`config.mk`:
```
export PLATFORM = sky130hd
export DESIGN_NAME = aes256_stream_loader_flat
export DESIGN_NICKNAME = d
export VERILOG_FILES = /design/src/rtl/aes256_stream_loader_if.sv /design/src/rtl/aes256_stream_loader.sv /design/src/flat_wrapper.sv
export SDC_FILE = /design/constraint.sdc
export NUM_CORES = 1
export LEC_CHECK = 0
export BUFFER_PORTS_ARGS = -buffer_cell sky130_fd_sc_hd__buf_2
export CORE_MARGIN = 2
export CORE_UTILIZATION = 27
export CTS_BUF_LIST = sky130_fd_sc_hd__clkbuf_8
export DETAILED_ROUTE_END_ITERATION = 16
export PLACE_DENSITY_LB_ADDON = 0.3
export SYNTH_ARGS = -nofsm -noshare
export SYNTH_HDL_FRONTEND = slang
export SYNTH_SLANG_ARGS = --single-unit
```
`constraint.sdc`:
```
create_clock -name clk -period 37.1 [get_ports clk]
set_input_delay 3.71 -clock clk [delete_from_list [all_inputs] [get_ports clk]]
set_output_delay 3.71 -clock clk [all_outputs]
set_load 0.1 [all_outputs]
```
`src/rtl/aes256_stream_loader_if.sv`:
```
// Host-side word streams of the AES-256 loader: a key/plaintext input stream
// and a ciphertext output stream, both valid/ready.
interface aes256_stream_loader_if;
  logic [31:0] s_data;
  logic        s_is_key;
  logic        s_valid;
  logic        s_ready;
  logic [31:0] m_data;
  logic        m_last;
  logic        m_valid;
  logic        m_ready;

  modport slave (
    input  s_data, s_is_key, s_valid, m_ready,
    output s_ready, m_data, m_last, m_valid
  );

  modport master (
    output s_data, s_is_key, s_valid, m_ready,
    input  s_ready, m_data, m_last, m_valid
  );
endinterface

```
`src/rtl/aes256_stream_loader.sv`:
```
// Assembles a 256-bit key and 128-bit block from 32-bit words, runs the AES-256
// core for a fixed latency and streams the ciphertext back as four words.
module aes256_stream_loader #(
  parameter int CORE_LATENCY = 16
) (
  input  logic                  clk,
  input  logic                  rst,
  aes256_stream_loader_if.slave host,
  output logic [255:0]          core_key,
  output logic [127:0]          core_datain,
  output logic                  core_start,
  input  logic [127:0]          core_ciphertext,
  output logic                  key_loaded,
  output logic                  busy
);

  typedef enum logic [1:0] {LOAD, START, WAIT, OUT} state_t;

  localparam logic [7:0] LAT = 8'(CORE_LATENCY);

  state_t       state;
  logic [2:0]   key_cnt;
  logic [1:0]   dat_cnt;
  logic [1:0]   out_cnt;
  logic [1:0]   out_nxt;
  logic [7:0]   lat_cnt;
  logic [127:0] out_buf;

  // Data words wait for a complete key; nothing is taken outside LOAD.
  assign host.s_ready = (state == LOAD) && (host.s_is_key || key_loaded);
  assign out_nxt      = out_cnt + 2'd1;

  always_ff @(posedge clk or posedge rst) begin
    if (rst) begin
      state        <= LOAD;
      key_cnt      <= '0;
      dat_cnt      <= '0;
      out_cnt      <= '0;
      lat_cnt      <= '0;
      out_buf      <= '0;
      key_loaded   <= 1'b0;
      core_key     <= '0;
      core_datain  <= '0;
      core_start   <= 1'b0;
      busy         <= 1'b0;
      host.m_valid <= 1'b0;
      host.m_last  <= 1'b0;
      host.m_data  <= '0;
    end else begin
      core_start <= 1'b0;
      unique case (state)
        LOAD: begin
          if (host.s_valid && host.s_ready) begin
            // Word slots are filled MSB first: index 0 lands in the top 32 bits.
            if (host.s_is_key) begin
              core_key[{~key_cnt, 5'b0} +: 32] <= host.s_data;
              key_cnt <= key_cnt + 3'd1;
              if (key_cnt == 3'd7) begin
                key_loaded <= 1'b1;
              end else if (key_cnt == 3'd0) begin
                key_loaded <= 1'b0;
              end
            end else begin
              core_datain[{~dat_cnt, 5'b0} +: 32] <= host.s_data;
              dat_cnt <= dat_cnt + 2'd1;
              if (dat_cnt == 2'd3) begin
                state      <= START;
                core_start <= 1'b1;
                busy       <= 1'b1;
              end
            end
          end
        end
        START: begin
          state   <= WAIT;
          lat_cnt <= 8'd1;
        end
        WAIT: begin
          if (lat_cnt == LAT) begin
            out_buf      <= core_ciphertext;
            out_cnt      <= 2'd0;
            state        <= OUT;
            host.m_valid <= 1'b1;
            host.m_data  <= core_ciphertext[127:96];
            host.m_last  <= 1'b0;
          end else begin
            lat_cnt <= lat_cnt + 8'd1;
          end
        end
        OUT: begin
          if (host.m_valid && host.m_ready) begin
            if (out_cnt == 2'd3) begin
              host.m_valid <= 1'b0;
              host.m_last  <= 1'b0;
              state        <= LOAD;
              busy         <= 1'b0;
            end else begin
              out_cnt     <= out_nxt;
              host.m_data <= out_buf[{~out_nxt, 5'b0} +: 32];
              host.m_last <= (out_nxt == 2'd3);
            end
          end
        end
        default: state <= LOAD;
      endcase
    end
  end

endmodule

```
`src/flat_wrapper.sv`:
```
// flat-port wrapper written by rule: the top's interface ports become plain ports
module aes256_stream_loader_flat 
#(
  parameter int CORE_LATENCY = 16
)
  (clk, rst, core_key, core_datain, core_start, core_ciphertext, key_loaded, busy, host_s_data, host_s_is_key, host_s_valid, host_m_ready, host_s_ready, host_m_data, host_m_last, host_m_valid);
  aes256_stream_loader_if host_i ();
  input  logic clk;
  input  logic rst;
  output logic [255:0] core_key;
  output logic [127:0] core_datain;
  output logic core_start;
  input  logic [127:0] core_ciphertext;
  output logic key_loaded;
  output logic busy;
  input wire logic [$bits(host_i.s_data)-1:0] host_s_data;
  input wire logic [$bits(host_i.s_is_key)-1:0] host_s_is_key;
  input wire logic [$bits(host_i.s_valid)-1:0] host_s_valid;
  input wire logic [$bits(host_i.m_ready)-1:0] host_m_ready;
  output wire logic [$bits(host_i.s_ready)-1:0] host_s_ready;
  output wire logic [$bits(host_i.m_data)-1:0] host_m_data;
  output wire logic [$bits(host_i.m_last)-1:0] host_m_last;
  output wire logic [$bits(host_i.m_valid)-1:0] host_m_valid;
  assign host_i.s_data = host_s_data;
  assign host_i.s_is_key = host_s_is_key;
  assign host_i.s_valid = host_s_valid;
  assign host_i.m_ready = host_m_ready;
  assign host_s_ready = host_i.s_ready;
  assign host_m_data = host_i.m_data;
  assign host_m_last = host_i.m_last;
  assign host_m_valid = host_i.m_valid;
  aes256_stream_loader #(.CORE_LATENCY(CORE_LATENCY)) u_core (.clk(clk), .rst(rst), .host(host_i), .core_key(core_key), .core_datain(core_datain), .core_start(core_start), .core_ciphertext(core_ciphertext), .key_loaded(key_loaded), .busy(busy));
endmodule
```
==> results.md, run 1 <==
- Result of the run: finished clean
- Worst path buffer plus inverter count: 2
- Depth of the most critical reg-to-reg path: 6
- CTS root buffer: sky130_fd_sc_hd__clkbuf_8
- Asr flop ratio synth: 100%
- Synthesized area divided by synthesized cell count: 12.6 um2
- Multi-input gate area in the final layout: 9060 um2
- Main combinational cell family by area after synthesis: multiplexers
- Number of logic stages on the critical path including buffering: 3
- Post-synthesis mux area share: 21.2%
- Critical hold path startpoint: u_core.core_datain[125]
- Worst setup startpoint: host_s_is_key
- Reg-to-reg setup timing slack: 33.63 ns
- Count of routing violations after the opening detailed-route iteration: 1059
- Transition time at the pin with the least slew margin: 1.19 ns
- Required time worst endpoint: 33.39 ns
- Critical path class: in2out
- Yosys cell types: 51
- Post-CTS Setup Bufs: 0
- RSZ-0062 raised after global routing: false
- Worst Skew: 0.0413 ns
- Seq pwr share: 32.0%
- Simple-gate share of the synthesized area: 9.65%
- Vias in the first global route: 18300
- Fillers: 8792
- Clock share of power: 21.8%
- Cts hold-fix bufs: 0
- Hold Path Stages: 2
- Post-DP HPWL: 57600 um
- Maximum achievable frequency: 122 MHz
- Worst Setup End Kind: output port
- Power Density: 90.6 nW/um2
- Placeable core region: 88100 um2
- Cells after synthesis: 1904
- Number of violations of the max-capacitance limit: 0
- Number of buffers created by CTS: 101
- I/O pin count: 587
- Post-Route Setup TNS: 0 ns
- Layout Area Growth over Synthesis: 25.4%
- Max clock buf depth: 3
- Synth Area in Compound Gates: 5.46%
- Post-route antenna net violation count: 0
- Number of buffers added on ports: 586
- Number of remaining DRC errors: 0
- Post-Synthesis Net Count: 2088
- Die outline area: 91100 um2
- Arithmetic-cell share of the synthesized area counting full adders, half adders and majority gates: 0.993%
- Slowest stage cell, crit path: sky130_fd_sc_hd__buf_2
- Number of clock sinks seen by CTS: 566
- Hold Worst Slack: 0.472 ns
- Setup Viol. Count Final: 0
- Minimum clock period: 8.22 ns
- Maximum VDD drop: 0.0000640 V
- CTS clock-pin slew for the worst setup and hold paths: 0.06 ns
- Number of flip-flops and latches in the synthesized netlist: 566
- Startpoint of the most critical register-to-register path: u_core.key_cnt[0]
- Post-synth EDFFs: 0
- Synthesized area: 23900 um2
- Net switching power figure: 0.00132 W
- Largest fanout on the critical path: 6
- Critical Path Max Stage Delay: 0.44 ns
- Initial core utilization: 27.2%
- Worst slew slack as a fraction of its limit: 20.6%
- Hold Path Class: reg2reg
- Post-synthesis share of cell area spent on xor and xnor gates: 0.110%
- Source-to-sink clock delay at the later pin of the worst-skew pair: 0.74 ns
- Crit path launch type: input pin
- Comb power frac: 46.3%
- Chip Width: 302 um
- Leakage power summed over all cells: 15.7 nW
- Part of the cycle the worst path needs: 22.2%
- Maximum number of pins on one net before global-route repair: 180
- Post-layout net count: 2670
- Top_reg_cell synth: sky130_fd_sc_hd__dfrtp_1
- Placed Instance Area: 27900 um2
- Count of TritonRoute iterations in the first routing pass: 5
- Num rows: 109
- Cell-by-cell listing of the critical path: buf_2 > o21a_1 > buf_2
- Cell-internal power: 0.00140 W
- Post-route standard cell area excluding fillers: 30000 um2
- First-pass GRT wire length: 121000 um
- CTS tree: done
- Final GP Congestion: 0.809
- Switch share: 48.5%
- Total wire length: 83400 um
- Fraction of layout cells with a size suffix above 1: 45.6%
- Overall global routing resource usage: 18.0%
- Detailed-route via count: 17200
- Final Slew Violations: 0
- Total overflow reported by the global router: 0
- Via density: 4.60
- Number of antenna violations at the first check in global routing: 12
- Top delay family on crit path: buffers and inverters
- Most common cell type on the critical path: sky130_fd_sc_hd__buf_2
- Average detailed-routed wire length per instance: 22.3 um
- Count of synthesis-stage warnings from yosys: 0
- Data arrival time at the worst-slack endpoint: 4.51 ns
- Storage cell area: 14200 um2
- Part of the Yosys area used for sequential elements: 59.2%
- Maximum level of the CTS H-tree: 3
- Fin. Hold Viols: 0
- DIE HEIGHT: 302 um
- Cts repair resizes: 0
[per-stage QoR]
step	setup WS [ns]	std cells	utilization [%]	total power, W
floorplan	17.56	1904	-	0.00187
global placement	28.86	3547	31.7	0.00212
detailed placement	28.86	3548	31.7	0.00215
CTS	28.85	3728	34.1	0.00275
global route	28.83	3729	34.1	0.00285
finish	28.88	3735	34.1	0.00272
[per-layer routing]
layer / vias to the layer above / routed length (um) / GRT usage, %
met5: - / 52 / 0
met1: 8645 / 33700 / 21.2
met3: 131 / 7660 / 6.45
met4: 6 / 2260 / 6.41
met2: 666 / 39700 / 30.1
li1: 7723 / - / -
[sequential cells by signal (all words and copies together), names as in the netlist]
| name | flops |
|---|---|
| u_core.core_start | 1 |
| u_core.host.m_last | 1 |
| u_core.core_key | 256 |
| u_core.core_datain | 128 |
| u_core.state | 2 |
| u_core.busy | 1 |
| u_core.host.m_valid | 1 |
| u_core.key_loaded | 1 |
| u_core.host.m_data | 32 |
| u_core.dat_cnt | 2 |
| u_core.out_cnt | 2 |
| u_core.out_buf | 128 |
| u_core.lat_cnt | 8 |
| u_core.key_cnt | 3 |
[cell usage in the layout (no fill, tap or decap), types with 37 or more instances in the layout]
| cell | instances |
|---|---|
| sky130_fd_sc_hd__inv_1 | 63 |
| sky130_fd_sc_hd__and2_1 | 77 |
| sky130_fd_sc_hd__clkbuf_8 | 125 |
| sky130_fd_sc_hd__dfrtp_1 | 566 |
| sky130_fd_sc_hd__nand2_1 | 286 |
| sky130_fd_sc_hd__buf_2 | 586 |
| sky130_fd_sc_hd__mux2i_1 | 70 |
| sky130_fd_sc_hd__nand3_1 | 37 |
| sky130_fd_sc_hd__mux2_2 | 348 |
| sky130_fd_sc_hd__o21ai_0 | 163 |
[final timing paths]
| kind | end |
|---|---|
| max in group asynchronous | u_core.core_key[17] |
| worst max register to register | u_core.core_key[43] |
| min in group asynchronous | u_core.core_key[20] |
| worst min-delay path | u_core.core_datain[125] |
| worst min register to register | u_core.core_datain[125] |
| worst max-delay path | host_s_ready |
[Yosys cell counts (all sizes together) (2+ instances only)]
master	instances	share of area, %
dfrtp	566	59
mux2	378	18
nand2	293	4.6
o21ai	163	3.4
and2	77	2.0
clkbuf	73	1.2
mux2i	70	2.9
buf	58	1.8
nand3	40	0.86
nand2b	34	0.89
o221ai	32	1.2
inv	31	0.49
ha	19	0.99
a22o	10	0.37
nor2	10	0.19
and3	6	0.16
a21oi	5	0.10
nand4	4	0.17
nor3	4	0.13
nor3b	3	0.094
a21bo	2	0.084
and3b	2	0.073
nor2b	2	0.052
nor4b	2	0.13
o21a	2	0.063
xnor2	2	0.073
[power groups by stage]
stage          Clock, W  Sequential [W]  Combinational [W]
3_3_place_gp          0        0.000869            0.00125
5_1_grt        0.000646        0.000890            0.00132
3_5_place_dp          0        0.000879            0.00127
6_report       0.000592        0.000870            0.00126
4_1_cts        0.000613        0.000869            0.00127
2_1_floorplan         0         0.00149           0.000381
[cells by family after synthesis]
kind of cell             count (synthesis)
AO/OA/AOI/OAI                          222
XOR/XNOR                                 3
adder cells (fa/ha/maj)                 19
buffers and inverters                  162
flip-flops                             566
multiplexers                           448
AND/OR/NAND/NOR                        484
[worst min-delay path: stages, from the launching register on]
cell	delay [ns]
sky130_fd_sc_hd__dfrtp_1	0.34
sky130_fd_sc_hd__nand2_1	0.04
sky130_fd_sc_hd__o21ai_0	0.06
[area by class of cell]
cell class	instances	share of cell area (%)
flip-flops and latches	566	47.2
repair buffers	610	10.4
well taps	1165	4.86
multi-input cells	1176	30.2
inverters	31	0.413
clock buffers	125	5.73
clock inverters	55	1.13
diodes	7	0.0584
No activity file was read; power rests on OpenSTA's default activity.
==> inputs of run 2 (changes only) <==
==> constraint.sdc (replaced) <==
create_clock -name clk -period 8.2 [get_ports clk]
set_input_delay 0.82 -clock clk [delete_from_list [all_inputs] [get_ports clk]]
set_output_delay 0.82 -clock clk [all_outputs]
set_load 0.1 [all_outputs]
==> run 2 against run 1 <==
  * Clock skew is 0.017 ns lower
  * Global-route usage is 0.068 points higher
  * First-iteration DRC count is 13% lower
  * Setup slack worse by 24 ns
  * Combinational power grew to 4.5 times the previous value
  * Sequential share of layout area is 0.20 points lower
  * Die area stayed put
  * Critical path depth is 3 higher
  * Via count is 1.1% higher
  * Flip-flop and latch count stayed put
==> results.md, run 2 (synthesized netlist as in run 1, its figures left out) <==
- Result of the run: finished clean
- Dpl cells: 3548
- Maximum achievable frequency: 297 MHz
- Post-route antenna net violation count: 0
- Crit path launch type: register
- DIE HEIGHT: 302 um
- Number of buffers added on ports: 586
- Storage cell area: 14200 um2
- Critical path class: reg2reg
- Worst slew slack as a fraction of its limit: 18.5%
- Leakage power summed over all cells: 15.8 nW
- Multi-input gate area in the final layout: 9060 um2
- Fin. Hold Viols: 0
- Detailed-route via count: 17400
- RSZ-0062 raised after global routing: false
- Cts hold-fix bufs: 0
- Critical Path Max Stage Delay: 0.93 ns
- Via density: 4.65
- Number of remaining DRC errors: 0
- Die outline area: 91100 um2
- Worst Setup End Kind: register
- Post-Route Setup TNS: 0 ns
- Placed Instance Area: 27900 um2
- Post-DP HPWL: 58000 um
- Number of clock sinks seen by CTS: 566
- Placeable core region: 88100 um2
- Required time worst endpoint: 8.88 ns
- Number of violations of the max-capacitance limit: 0
- Post-route standard cell area excluding fillers: 30100 um2
- Overall global routing resource usage: 18.0%
- Most frequent cells in the layout: sky130_fd_sc_hd__buf_2 (586), sky130_fd_sc_hd__dfrtp_1 (566), sky130_fd_sc_hd__mux2_2 (348), sky130_fd_sc_hd__nand2_1 (286), sky130_fd_sc_hd__o21ai_0 (163)
- Maximum level of the CTS H-tree: 3
- Average detailed-routed wire length per instance: 22.5 um
- Cts repair resizes: 0
- Largest fanout on the critical path: 29
- Count of routing violations after the opening detailed-route iteration: 925
- Setup Viol. Count Final: 0
- Final Slew Violations: 0
- Transition time at the pin with the least slew margin: 1.22 ns
- Vias in the first global route: 18100
- CTS clock-pin slew for the worst setup and hold paths: 0.06 ns
- Fraction of layout cells with a size suffix above 1: 45.9%
- Hold Path Class: in2async
- Maximum number of pins on one net before global-route repair: 161
- Pwr Total: 0.0125 W
- Layout Area Growth over Synthesis: 25.9%
- Final GP Congestion: 0.816
- Total overflow reported by the global router: 0
- Initial core utilization: 27.2%
- I/O pin count: 587
- Power Density: 413 nW/um2
- Worst Skew: 0.0240 ns
- Minimum clock period: 3.37 ns
- CTS root buffer: sky130_fd_sc_hd__clkbuf_8
- Data arrival time at the worst-slack endpoint: 4.04 ns
- Flip-flop count of the largest register after layout: 256
- Source-to-sink clock delay at the later pin of the worst-skew pair: 0.75 ns
- Cell-by-cell listing of the critical path: inv_1 > ha_1 > and2b_2 > nor2b_2 > and2_1 > mux2_2
- Max clock buf depth: 3
- Chip Width: 302 um
- Part of the cycle the worst path needs: 41.1%
- Fillers: 8925
- Number of antenna violations at the first check in global routing: 8
- Most frequent standard cell in the layout excluding fill and tap cells: sky130_fd_sc_hd__buf_2
- Post-Route Utilization: 34.2%
- CTS tree: done
- Worst path buffer plus inverter count: 1
- Post-layout net count: 2670
- Maximum VDD drop: 0.000329 V
- Num rows: 109
- First-pass GRT wire length: 121000 um
- Count of TritonRoute iterations in the first routing pass: 7
- Top register by number of flip-flops: u_core.core_key
- Slowest stage cell, crit path: sky130_fd_sc_hd__nor2b_2
- Top delay family on crit path: simple AND/OR/NAND/NOR gates
- Number of buffers created by CTS: 101
- Total wire length: 83900 um
- Non-filler cells, final: 3735
- Post-CTS Setup Bufs: 0
- Largest registers: u_core.core_key (256), u_core.core_datain (128), u_core.out_buf (128)
-- run 2: cell type report --
type | count | share of cell area [%]
diodes | 4 | 0.0332
flip-flops and latches | 566 | 47.0
well taps | 1165 | 4.84
multi-input cells | 1176 | 30.1
repair buffers | 610 | 10.4
clock inverters | 63 | 1.79
clock buffers | 120 | 5.48
inverters | 31 | 0.398
-- run 2: power breakdown --
part | internal, W | switching (W) | leakage [nW]
clock | 0.00160 | 0.00126 | 1.24
sequential | 0.00353 | 0.000408 | 7.43
combinational | 0.00135 | 0.00432 | 7.08
-- run 2: per-stage QoR --
stage / hold slack (ns) / worst slack (ns)
after floorplan: 0.457 / -0.328
after global placement: 0.449 / 4.97
after detailed placement: 0.465 / 4.84
after CTS: 0.180 / 4.87
after global routing: 0.252 / 4.65
final: 0.246 / 4.83
-- run 2: layer usage --
| metal | share of wire (%) | global-route usage, % | routed length (um) | up-vias |
|---|---|---|---|---|
| li1 | - | - | - | 7723 |
| met3 | 9.2 | 6.61 | 7680 | 129 |
| met5 | 0.032 | 0 | 27 | - |
| met4 | 2.6 | 6.39 | 2190 | 4 |
| met1 | 41 | 21.4 | 34200 | 8845 |
| met2 | 47 | 30.0 | 39800 | 667 |
-- run 2: final timing paths --
path / from / endpoint / slack, ns / cells past startpoint
min reg2reg: u_core.core_datain[37] / u_core.core_datain[37] / 0.47 / 2
min in group clk: core_ciphertext[1] / u_core.out_buf[1] / 0.31 / 2
min: rst / u_core.host.m_data[5] / 0.25 / 2
max reg2reg: u_core.key_cnt[0] / u_core.core_key[163] / 4.83 / 6
max in group asynchronous: rst / u_core.core_datain[47] / 6.01 / 4
max: u_core.key_cnt[0] / u_core.core_key[163] / 4.83 / 6
-- run 2: worst reg2reg max path, stage by stage (launching register included) --
cell	delay, ns
sky130_fd_sc_hd__dfrtp_1	0.53
sky130_fd_sc_hd__inv_1	0.20
sky130_fd_sc_hd__ha_1	0.47
sky130_fd_sc_hd__and2b_2	0.72
sky130_fd_sc_hd__nor2b_2	0.94
sky130_fd_sc_hd__and2_1	0.30
sky130_fd_sc_hd__mux2_2	0.16
==> inputs of run 3 (changes only) <==
==> constraint.sdc (replaced) <==
create_clock -name clk -period 3.4 [get_ports clk]
set_input_delay 0.34 -clock clk [delete_from_list [all_inputs] [get_ports clk]]
set_output_delay 0.34 -clock clk [all_outputs]
set_load 0.1 [all_outputs]
==> run 3 against run 2 <==
  * Cell area increased by 5.7%
  * Hold slack got worse by 0.15 ns
  * Critical path depth increased by 1
  * Sequential share of layout area decreased by 2.5 points
  * Routed wire length increased by 2.5%
  * Via count increased by 3.5%
  * Cell count increased by 4.8%
  * Utilization increased by 2.0 points
  * Count of clock-buffer cells in the layout unchanged
  * Register-to-register slack got worse by 4.3 ns
  * Critical path type unchanged
  * Critical endpoint is now u_core.core_key[216]
==> results.md, run 3 (synthesized netlist as in run 1, its figures left out) <==
- Result of the run: finished clean
- Number of clock sinks seen by CTS: 566
- DIE HEIGHT: 302 um
- Pwr Total: 0.0299 W
- Initial core utilization: 27.2%
- Maximum achievable frequency: 346 MHz
- Depth of the most critical reg-to-reg path: 7
- Number of remaining DRC errors: 0
- Largest fanout on the critical path: 21
- Number of buffers created by CTS: 100
- Required time worst endpoint: 4.00 ns
- Placeable core region: 88100 um2
- Post-DP HPWL: 60000 um
- Fraction of layout cells with a size suffix above 1: 43.1%
- Chip Width: 302 um
- Number of buffers added on ports: 586
- Maximum level of the CTS H-tree: 3
- Fin. Hold Viols: 0
- Largest registers: u_core.core_key (256), u_core.core_datain (128), u_core.out_buf (128)
- Num rows: 109
- Worst Setup End Kind: register
- Number of violations of the max-capacitance limit: 0
- Flip-flop count of the largest register after layout: 256
- Net switching power figure: 0.0145 W
- Dpl cells: 3574
- Reg-to-reg setup timing slack: 0.51 ns
- Overall global routing resource usage: 18.6%
- Fillers: 8690
- Total wire length: 86000 um
- Crit path launch type: register
- Post-Route Setup TNS: 0 ns
- Maximum number of pins on one net before global-route repair: 107
- Total overflow reported by the global router: 0
- Worst Skew: 0.0305 ns
- Post-layout net count: 2855
- RSZ-0062 raised after global routing: false
- Worst path setup slack after routing: 0.514 ns
- Most frequent standard cell in the layout excluding fill and tap cells: sky130_fd_sc_hd__buf_2
- Worst slew slack as a fraction of its limit: 41.5%
- Count of routing violations after the opening detailed-route iteration: 990
- Average detailed-routed wire length per instance: 22.0 um
- Comb power frac: 46.9%
- Die outline area: 91100 um2
- Post-route antenna net violation count: 0
- Slowest stage cell, crit path: sky130_fd_sc_hd__dfrtp_1
- Transition time at the pin with the least slew margin: 0.877 ns
- Clock share of power: 21.2%
- Maximum VDD drop: 0.000740 V
- Detailed-route via count: 18000
- Power Density: 938 nW/um2
- Data arrival time at the worst-slack endpoint: 3.49 ns
- Critical path class: reg2reg
- Max clock buf depth: 3
- Count of TritonRoute iterations in the first routing pass: 5
- Number of antenna violations at the first check in global routing: 7
- Minimum clock period: 2.89 ns
- Seq pwr share: 31.9%
- Via density: 4.59
- Worst setup startpoint: u_core.key_cnt[0]
- Cell-by-cell listing of the critical path: ha_1 > ha_1 > buf_4 > nor3_1 > nand2_2 > buf_4 > mux2_2
- Cell-internal power: 0.0154 W
- Startpoint of the most critical register-to-register path: u_core.key_cnt[0]
- Non-filler cells, final: 3913
- CTS root buffer: sky130_fd_sc_hd__clkbuf_8
- Cts repair resizes: 0
- CTS tree: done
- Leakage power summed over all cells: 16.5 nW
- Worst setup slack after placement: 0.489 ns
- First-pass GRT wire length: 125000 um
- Source-to-sink clock delay at the later pin of the worst-skew pair: 0.75 ns
- Top register by number of flip-flops: u_core.core_key
- Switch share: 48.4%
- Hold Worst Slack: 0.0967 ns
- Final Slew Violations: 0
- Vias in the first global route: 19300
- Final GP Congestion: 0.814
- Timing endpoint of the critical path: u_core.core_key[216]
- Critical Path Max Stage Delay: 0.49 ns
- Setup Viol. Count Final: 0
- CTS clock-pin slew for the worst setup and hold paths: 0.06 ns
- Endpoint of the most critical register-to-register path: u_core.core_key[216]
- I/O pin count: 587
- Most frequent cells in the layout: sky130_fd_sc_hd__buf_2 (586), sky130_fd_sc_hd__dfrtp_1 (566), sky130_fd_sc_hd__mux2_2 (348), sky130_fd_sc_hd__nand2_1 (286), sky130_fd_sc_hd__o21ai_0 (163)
- Hold Path Class: in2reg
- Part of the cycle the worst path needs: 84.9%
- Layout Area Growth over Synthesis: 33.1%
## run 3: worst max-delay path, delay by kind of cell (launching register included)
family,cells,cell delay [ns]
buf+inv,2,0.70
fa+ha+maj,2,0.66
simple gates,2,0.50
flops,1,0.49
mux,1,0.39
## run 3: metal layers
metal / routed length [um] / part of all wire, % / GRT usage [%]
met5: 0 / 0 / 0
met3: 6940 / 8.1 / 5.77
met1: 35200 / 41 / 22.2
met2: 40400 / 47 / 30.5
met4: 3470 / 4.0 / 8.78
## run 3: cell type report
type,instances,area (um2),area share (%)
Antenna cell,6,15.0,0.0471
Clock inverter,53,344,1.08
Clock buffer,120,1650,5.18
Tap cell,1165,1460,4.57
Sequential cell,566,14200,44.4
Multi-Input combinational cell,1176,9060,28.4
Inverter,31,120,0.377
Timing Repair Buffer,796,5060,15.9
## run 3: timing repair
item | 4_1_cts | 5_1_grt
endpoints found under the hold margin | 336 | 0
hold buffers | 160 | 0
setup buffers | 0 | 0
## run 3: per-stage QoR
stage                     instance area [um2]  utilization [%]
final                                   31900             36.2
after global placement                  28300             32.1
after detailed placement                28300             32.1
after CTS                               31900             36.2
after global routing                    31900             36.2
after floorplan                         23900                -
## run 3: worst min path at each step
stage / startpoint / end / slack (ns) / depth (start not counted)
3_3_place_gp: rst / u_core.out_buf[100] / 0.41 / 2
2_1_floorplan: u_core.lat_cnt[0] / u_core.lat_cnt[0] / 0.46 / 1
6_report: host_s_data[16] / u_core.core_datain[80] / 0.1 / 3
5_1_grt: host_s_data[20] / u_core.core_datain[116] / 0.05 / 3
4_1_cts: host_s_data[20] / u_core.core_datain[116] / 0.003 / 3
3_5_place_dp: rst / u_core.out_buf[100] / 0.40 / 2
## run 3: power by group through the flow
stage                     sequential, W  clock (W)  combinational, W
after floorplan                  0.0162          0           0.00416
after global placement          0.00949          0            0.0137
after detailed placement        0.00961          0            0.0139
after CTS                       0.00951    0.00659            0.0141
after global routing            0.00974    0.00693            0.0146
final                           0.00953    0.00635            0.0140
